$ cat config.mk
export PLATFORM = sky130hd
export DESIGN_NAME = geofence_xarb_flat
export DESIGN_NICKNAME = d
export VERILOG_FILES = /design/src/rtl/geofence_xarb_if.sv /design/src/rtl/geofence_xarb.sv /design/src/flat_wrapper.sv
export SDC_FILE = /design/constraint.sdc
export NUM_CORES = 1
export LEC_CHECK = 0
export BUFFER_PORTS_ARGS = -buffer_cell sky130_fd_sc_hd__clkbuf_2
export CAP_MARGIN = 15
export CELL_PAD_IN_SITES_DETAIL_PLACEMENT = 0
export CELL_PAD_IN_SITES_GLOBAL_PLACEMENT = 1
export CORE_MARGIN = 2
export CORE_UTILIZATION = 45
export DETAILED_ROUTE_END_ITERATION = 8
export PLACE_DENSITY_LB_ADDON = 0.2
export SETUP_SLACK_MARGIN = 0.02
export SYNTH_ARGS = -nofsm -noshare
export SYNTH_HDL_FRONTEND = slang
export SYNTH_SLANG_ARGS = --single-unit
$ cat constraint.sdc
create_clock -name clk -period 5.88 [get_ports clk]
set_input_delay 1.176 -clock clk [delete_from_list [all_inputs] [get_ports clk]]
set_output_delay 1.176 -clock clk [all_outputs]
set_load 0.02 [all_outputs]
$ cat src/rtl/geofence_xarb_if.sv
// Request/operand/result bundle between the two geofence requesters and the arbitrated cross-product unit.
// The res_zero flag exists only when GEOFENCE_XARB_ZERO_FLAG_EN is defined.
interface geofence_xarb_if;
  logic               req0;
  logic               req1;
  logic               lock0;
  logic               lock1;
  logic signed [10:0] ax0;
  logic signed [10:0] ay0;
  logic signed [10:0] bx0;
  logic signed [10:0] by0;
  logic signed [10:0] ax1;
  logic signed [10:0] ay1;
  logic signed [10:0] bx1;
  logic signed [10:0] by1;
  logic               gnt0;
  logic               gnt1;
  logic               res_valid;
  logic               res_id;
  logic signed [22:0] res_value;
  logic               res_pos;
`ifdef GEOFENCE_XARB_ZERO_FLAG_EN
  logic               res_zero;
`endif

  modport master (
    output req0, req1, lock0, lock1,
    output ax0, ay0, bx0, by0, ax1, ay1, bx1, by1,
    input  gnt0, gnt1, res_valid, res_id, res_value, res_pos
`ifdef GEOFENCE_XARB_ZERO_FLAG_EN
    , input res_zero
`endif
  );

  modport slave (
    input  req0, req1, lock0, lock1,
    input  ax0, ay0, bx0, by0, ax1, ay1, bx1, by1,
    output gnt0, gnt1, res_valid, res_id, res_value, res_pos
`ifdef GEOFENCE_XARB_ZERO_FLAG_EN
    , output res_zero
`endif
  );
endinterface

$ cat src/rtl/geofence_xarb.sv
// Two-requester arbiter with lockable bursts feeding a 3-stage pipelined 2D cross product (ax*by - bx*ay).
// Optional res_zero output is enabled by defining GEOFENCE_XARB_ZERO_FLAG_EN.
module geofence_xarb #(
  parameter int unsigned MAX_BURST = 4
) (
  input  logic            clk,
  input  logic            reset,
  geofence_xarb_if.slave  bus
);
  localparam int unsigned OPW = 11;
  localparam int unsigned PRW = 22;
  localparam int unsigned RW  = 23;
  localparam int unsigned CW  = 4;

  localparam logic [1:0] IDLE = 2'd0;
  localparam logic [1:0] OWN0 = 2'd1;
  localparam logic [1:0] OWN1 = 2'd2;

  localparam logic [CW-1:0] BURST_MAX = CW'(MAX_BURST);
  localparam bit            LOCK_EN   = (MAX_BURST > 1);

  logic [1:0]    state_q, state_d;
  logic [CW-1:0] burst_q, burst_d;
  logic          rr_q, rr_d;      // last granted requester
  logic          gnt0_c, gnt1_c;

  always_ff @(posedge clk or posedge reset) begin
    if (reset) begin
      state_q <= IDLE;
      burst_q <= '0;
      rr_q    <= 1'b1;
    end else begin
      state_q <= state_d;
      burst_q <= burst_d;
      rr_q    <= rr_d;
    end
  end

  // Grant selection and ownership tracking
  always_comb begin
    state_d = state_q;
    burst_d = burst_q;
    rr_d    = rr_q;
    gnt0_c  = 1'b0;
    gnt1_c  = 1'b0;
    case (state_q)
      IDLE: begin
        if (bus.req0 && (!bus.req1 || rr_q)) gnt0_c = 1'b1;
        else if (bus.req1)                   gnt1_c = 1'b1;
        if (gnt0_c && bus.lock0 && LOCK_EN) begin
          state_d = OWN0;
          burst_d = CW'(1);
        end else if (gnt1_c && bus.lock1 && LOCK_EN) begin
          state_d = OWN1;
          burst_d = CW'(1);
        end
      end
      OWN0: begin
        gnt0_c = bus.req0;
        if (gnt0_c) begin
          burst_d = burst_q + CW'(1);
          if (!bus.lock0 || burst_d == BURST_MAX) begin
            state_d = IDLE;
            burst_d = '0;
          end
        end else if (!bus.lock0) begin
          state_d = IDLE;
          burst_d = '0;
        end
      end
      OWN1: begin
        gnt1_c = bus.req1;
        if (gnt1_c) begin
          burst_d = burst_q + CW'(1);
          if (!bus.lock1 || burst_d == BURST_MAX) begin
            state_d = IDLE;
            burst_d = '0;
          end
        end else if (!bus.lock1) begin
          state_d = IDLE;
          burst_d = '0;
        end
      end
      default: begin
        state_d = IDLE;
        burst_d = '0;
      end
    endcase
    if (reset) begin
      gnt0_c = 1'b0;
      gnt1_c = 1'b0;
    end
    if (gnt0_c)      rr_d = 1'b0;
    else if (gnt1_c) rr_d = 1'b1;
  end

  assign bus.gnt0 = gnt0_c;
  assign bus.gnt1 = gnt1_c;

  logic                  xfer_c;
  logic signed [OPW-1:0] ax_d, ay_d, bx_d, by_d;
  logic                  s0_valid_q, s0_id_q;
  logic signed [OPW-1:0] s0_ax_q, s0_ay_q, s0_bx_q, s0_by_q;
  logic signed [PRW-1:0] p1_d, p2_d;
  logic                  s1_valid_q, s1_id_q;
  logic signed [PRW-1:0] s1_p1_q, s1_p2_q;
  logic signed [RW-1:0]  diff_d;
  logic                  res_valid_q, res_id_q, res_pos_q;
  logic signed [RW-1:0]  res_value_q;

  assign xfer_c = gnt0_c | gnt1_c;
  assign ax_d   = gnt1_c ? bus.ax1 : bus.ax0;
  assign ay_d   = gnt1_c ? bus.ay1 : bus.ay0;
  assign bx_d   = gnt1_c ? bus.bx1 : bus.bx0;
  assign by_d   = gnt1_c ? bus.by1 : bus.by0;
  assign p1_d   = PRW'(s0_ax_q) * PRW'(s0_by_q);
  assign p2_d   = PRW'(s0_bx_q) * PRW'(s0_ay_q);
  assign diff_d = RW'(s1_p1_q) - RW'(s1_p2_q);

  // Operand capture, products, difference; data regs only load behind a valid
  always_ff @(posedge clk or posedge reset) begin
    if (reset) begin
      s0_valid_q  <= 1'b0;
      s0_id_q     <= 1'b0;
      s0_ax_q     <= '0;
      s0_ay_q     <= '0;
      s0_bx_q     <= '0;
      s0_by_q     <= '0;
      s1_valid_q  <= 1'b0;
      s1_id_q     <= 1'b0;
      s1_p1_q     <= '0;
      s1_p2_q     <= '0;
      res_valid_q <= 1'b0;
      res_id_q    <= 1'b0;
      res_value_q <= '0;
      res_pos_q   <= 1'b0;
    end else begin
      s0_valid_q  <= xfer_c;
      s1_valid_q  <= s0_valid_q;
      res_valid_q <= s1_valid_q;
      if (xfer_c) begin
        s0_id_q <= gnt1_c;
        s0_ax_q <= ax_d;
        s0_ay_q <= ay_d;
        s0_bx_q <= bx_d;
        s0_by_q <= by_d;
      end
      if (s0_valid_q) begin
        s1_id_q <= s0_id_q;
        s1_p1_q <= p1_d;
        s1_p2_q <= p2_d;
      end
      if (s1_valid_q) begin
        res_id_q    <= s1_id_q;
        res_value_q <= diff_d;
        res_pos_q   <= (diff_d > 23'sd0);
      end
    end
  end

  assign bus.res_valid = res_valid_q;
  assign bus.res_id    = res_id_q;
  assign bus.res_value = res_value_q;
  assign bus.res_pos   = res_pos_q;

`ifdef GEOFENCE_XARB_ZERO_FLAG_EN
  logic res_zero_q;

  always_ff @(posedge clk or posedge reset) begin
    if (reset)           res_zero_q <= 1'b0;
    else if (s1_valid_q) res_zero_q <= (diff_d == '0);
  end

  assign bus.res_zero = res_zero_q;
`endif
endmodule

$ cat src/flat_wrapper.sv
// flat-port wrapper written by rule: the top's interface ports become plain ports
module geofence_xarb_flat 
#(
  parameter int unsigned MAX_BURST = 4
)
  (clk, reset, bus_req0, bus_req1, bus_lock0, bus_lock1, bus_ax0, bus_ay0, bus_bx0, bus_by0, bus_ax1, bus_ay1, bus_bx1, bus_by1, bus_gnt0, bus_gnt1, bus_res_valid, bus_res_id, bus_res_value, bus_res_pos);
  geofence_xarb_if bus_i ();
  input  logic clk;
  input  logic reset;
  input wire logic [$bits(bus_i.req0)-1:0] bus_req0;
  input wire logic [$bits(bus_i.req1)-1:0] bus_req1;
  input wire logic [$bits(bus_i.lock0)-1:0] bus_lock0;
  input wire logic [$bits(bus_i.lock1)-1:0] bus_lock1;
  input wire logic [$bits(bus_i.ax0)-1:0] bus_ax0;
  input wire logic [$bits(bus_i.ay0)-1:0] bus_ay0;
  input wire logic [$bits(bus_i.bx0)-1:0] bus_bx0;
  input wire logic [$bits(bus_i.by0)-1:0] bus_by0;
  input wire logic [$bits(bus_i.ax1)-1:0] bus_ax1;
  input wire logic [$bits(bus_i.ay1)-1:0] bus_ay1;
  input wire logic [$bits(bus_i.bx1)-1:0] bus_bx1;
  input wire logic [$bits(bus_i.by1)-1:0] bus_by1;
  output wire logic [$bits(bus_i.gnt0)-1:0] bus_gnt0;
  output wire logic [$bits(bus_i.gnt1)-1:0] bus_gnt1;
  output wire logic [$bits(bus_i.res_valid)-1:0] bus_res_valid;
  output wire logic [$bits(bus_i.res_id)-1:0] bus_res_id;
  output wire logic [$bits(bus_i.res_value)-1:0] bus_res_value;
  output wire logic [$bits(bus_i.res_pos)-1:0] bus_res_pos;
  assign bus_i.req0 = bus_req0;
  assign bus_i.req1 = bus_req1;
  assign bus_i.lock0 = bus_lock0;
  assign bus_i.lock1 = bus_lock1;
  assign bus_i.ax0 = bus_ax0;
  assign bus_i.ay0 = bus_ay0;
  assign bus_i.bx0 = bus_bx0;
  assign bus_i.by0 = bus_by0;
  assign bus_i.ax1 = bus_ax1;
  assign bus_i.ay1 = bus_ay1;
  assign bus_i.bx1 = bus_bx1;
  assign bus_i.by1 = bus_by1;
  assign bus_gnt0 = bus_i.gnt0;
  assign bus_gnt1 = bus_i.gnt1;
  assign bus_res_valid = bus_i.res_valid;
  assign bus_res_id = bus_i.res_id;
  assign bus_res_value = bus_i.res_value;
  assign bus_res_pos = bus_i.res_pos;
  geofence_xarb #(.MAX_BURST(MAX_BURST)) u_core (.clk(clk), .reset(reset), .bus(bus_i));
endmodule
==> impl_metrics.yaml <==
final_layout:
  nets: 2254
  drive_gt1_share_pct: 12.4
  antenna_cells: 0
  stdcell_count: 2268
  syn_to_final_growth_pct: 11.5
worst_setup_path:
  end_kind: "flop"
  path_class: "reg2reg"
  crit_path_start_kind: "flop"
  cp_slowest_cell: "fa_1"
  r2r-start: "u_core.s0_ax_q[4]"
  path_cells: "and2_1 -> fa_1 -> inv_1 -> fa_1 -> inv_1 -> fa_1 -> fa_1 -> inv_1 -> fa_1 -> inv_1 -> ha_1 -> a2111oi_0 -> o21ai_0 -> nand4_1 -> a311oi_1 -> a41oi_2 -> a21oi_1 -> or3_1 -> o311ai_0"
  crit_path_start: "u_core.s0_ax_q[4]"
  worstPathMaxFanout: 12
  crit_top_cell: "fa_1"
  required_ps: 6210
  slowest_delay_ps: 520
  cp_data_arrival_time_ps: 5930
synth:
  seq_area_frac_synth_pct: 20.2
  synth.most_common_cell: "inv_1"
  ys_ff_latch: 125
  yosys_warnings: 0
  syn-cell-area_mm2: 0.0155
  synth_flop_cell: "dfrtp_1"
  synth_cell_types: 64
  synth.avg_cell_area_um2: 9.10
  yosys-top-cells-area: "fa_1 (30%), dfrtp_1 (20%), ha_1 (9.5%)"
  synthTopCellsByCount: "inv_1 (345), nand2_1 (258), fa_1 (235)"
  yosys.area.top_type: "fa_1"
  syn_nets: 2150
  async_flop_share_pct: 100
  synth-edff-count: 0
  postSynthCellCount: 1703
  synth_top_area_share_pct: 30.4
clock_network:
  path_clk_slew_ps: 60
  postCtsSetupRepairBufs: 0
  cts_tree: "built"
  cts_buffer_depth: 2
  cts.hold.buffers_added: 0
  cts.sinks: 125
  clock_latency_ps: 450
  clockRootBuffer: "clkbuf_16"
  htree_levels: 4
  cts_buffers: 17
sta:
  max_freq_mhz: 179
  maxSlewHeadroom_pct: 30.1
  period_share_pct: 95.2
  fin_tns_setup_ps: 0
  worst_pin_slew_ps: 1050
  rsz0062_at_grt: "false"
  finalHoldViolations: 0
  fin_skew_ps: 14.3
  finalSetupViolations: 0
  min_period_ps: 5600
  drv_slew: 0
global_route:
  track_usage_pct: 21.7
  grt_max_degree: 75
  grt_pass1_vias: 12300
  grt_pass1_wl_um: 61600
  antenna_found_initial: 0
  grt-ovfl-total: 0
floorplanning:
  die_height_um: 190
  die-area_mm2: 0.0359
  dieWidth_um: 190
  start_util_pct: 46.0
  core_mm2: 0.0337
  rows: 67
  ioPinCount: 122
route:
  drt_iter0_drc: 474
  drcViolationCount: 0
  first_pass_iters: 5
  wl_um: 35200
  detail_route.vias_per_cell: 4.96
  ant_nets: 0
  via_count: 11300
  wire_per_inst_um: 15.5
placement:
  gp_congestion: 0.842
  io_buffers: 121
  dp_hpwl_um: 28700
  dpl.cell_count: 2236
min_path:
  hold_start: "u_core.s1_p1_q[12]"
  hp-class: "reg2reg"
status:
  status: "completed"
job:
  max-cap-violations: 0
## registers in the layout, summed over array words and instances (netlist names)
signal,cells
u_core.s1_id_q,1
u_core.s1_p2_q,22
u_core.s0_valid_q,1
u_core.burst_q,4
u_core.bus.res_value,23
u_core.bus.res_id,1
u_core.bus.res_pos,1
u_core.s1_p1_q,22
u_core.s0_ay_q,11
u_core.s0_bx_q,11
u_core.s0_by_q,11
u_core.bus.res_valid,1
u_core.s1_valid_q,1
u_core.s0_ax_q,11
u_core.state_q,2
u_core.s0_id_q,1
u_core.rr_q,1
## path summary, 6_finish.rpt
| kind | to | slack [ps] | depth (start not counted) |
|---|---|---|---|
| worst max-delay path | u_core.s1_p1_q[21] | 280 | 19 |
| min in group asynchronous | u_core.s0_by_q[1] | 870 | 2 |
| worst min-delay path | u_core.s1_p1_q[12] | 490 | 2 |
| max in group asynchronous | u_core.s1_p2_q[3] | 3570 | 3 |
| worst max register to register | u_core.s1_p1_q[21] | 280 | 19 |
| worst min register to register | u_core.s1_p1_q[12] | 490 | 2 |
## stage by stage
| step | setup WS, ps | hold WS (ps) | util, % | cell area, um2 |
|---|---|---|---|---|
| 2_1_floorplan | 591 | 352 | - | 15500 |
| 3_3_place_gp | 88.9 | 473 | 49.5 | 16700 |
| 3_5_place_dp | 56.7 | 479 | 49.5 | 16700 |
| 4_1_cts | 147 | 494 | 51.2 | 17300 |
| 5_1_grt | 30.0 | 527 | 51.3 | 17300 |
| 6_report | 285 | 491 | 51.3 | 17300 |
## cells in the final DEF (no fill, tap or decap), types with 21 or more instances in the layout
cell,synthesis,layout
inv_1,345,344
nand2_1,258,258
fa_1,235,235
clkbuf_2,0,121
ha_1,118,118
dfrtp_1,124,118
and2_1,101,101
nor2_1,62,61
o21ai_0,57,57
a22oi_1,44,44
a21oi_1,40,40
xnor2_1,41,40
buf_4,0,33
mux2_2,21,21
## worst max-delay path: cells and delay by family, from the launching register on
kind | cells | cell delay [ps]
flops | 1 | 500
fa+ha+maj | 6 | 2760
buf+inv | 4 | 200
compound gates | 6 | 1260
simple gates | 3 | 740
## cell families (layout without fill, tap and decap cells)
| kind of cell | count (synthesis) | after routing | share of synthesized area (%) |
|---|---|---|---|
| AOI/OAI and AO/OA | 219 | 219 | 9.31 |
| xor gates and xnor gates | 55 | 55 | 3.11 |
| adders and majority gates | 353 | 353 | 39.9 |
| buffers and inverters | 416 | 533 | 10.1 |
| DFF | 125 | 125 | 20.2 |
| muxes | 34 | 34 | 2.37 |
| and+or+nand+nor | 501 | 501 | 15.0 |
## layout make-up
cell class / instances / area, um2
Clock inverter: 13 / 140
Fill cell: 3254 / 16400
Clock buffer: 19 / 443
Timing Repair Buffer: 154 / 853
Sequential cell: 125 / 3140
Multi-Input combinational cell: 1162 / 10800
Inverter: 347 / 1310
Tap cell: 448 / 561
## what timing repair did
| item | CTS | global route |
|---|---|---|
| pin swaps | 0 | 0 |
| gates cloned | 0 | 0 |
| setup endpoints to repair | 1 | 3 |
| gates resized for setup | 1 | 8 |
## metal layers
layer  up-vias  global-route usage [%]  part of all wire (%)
met5         -                       0                     0
met3        35                    3.19                   3.5
met1      5510                    30.4                    49
met4         0                    5.34                   1.3
met2       225                    35.8                    46
li1       5489                       -                     -
Power is left out: the tool's default activity adds up to more than one toggle a clock period on the data nets, which glitch-free logic cannot reach.
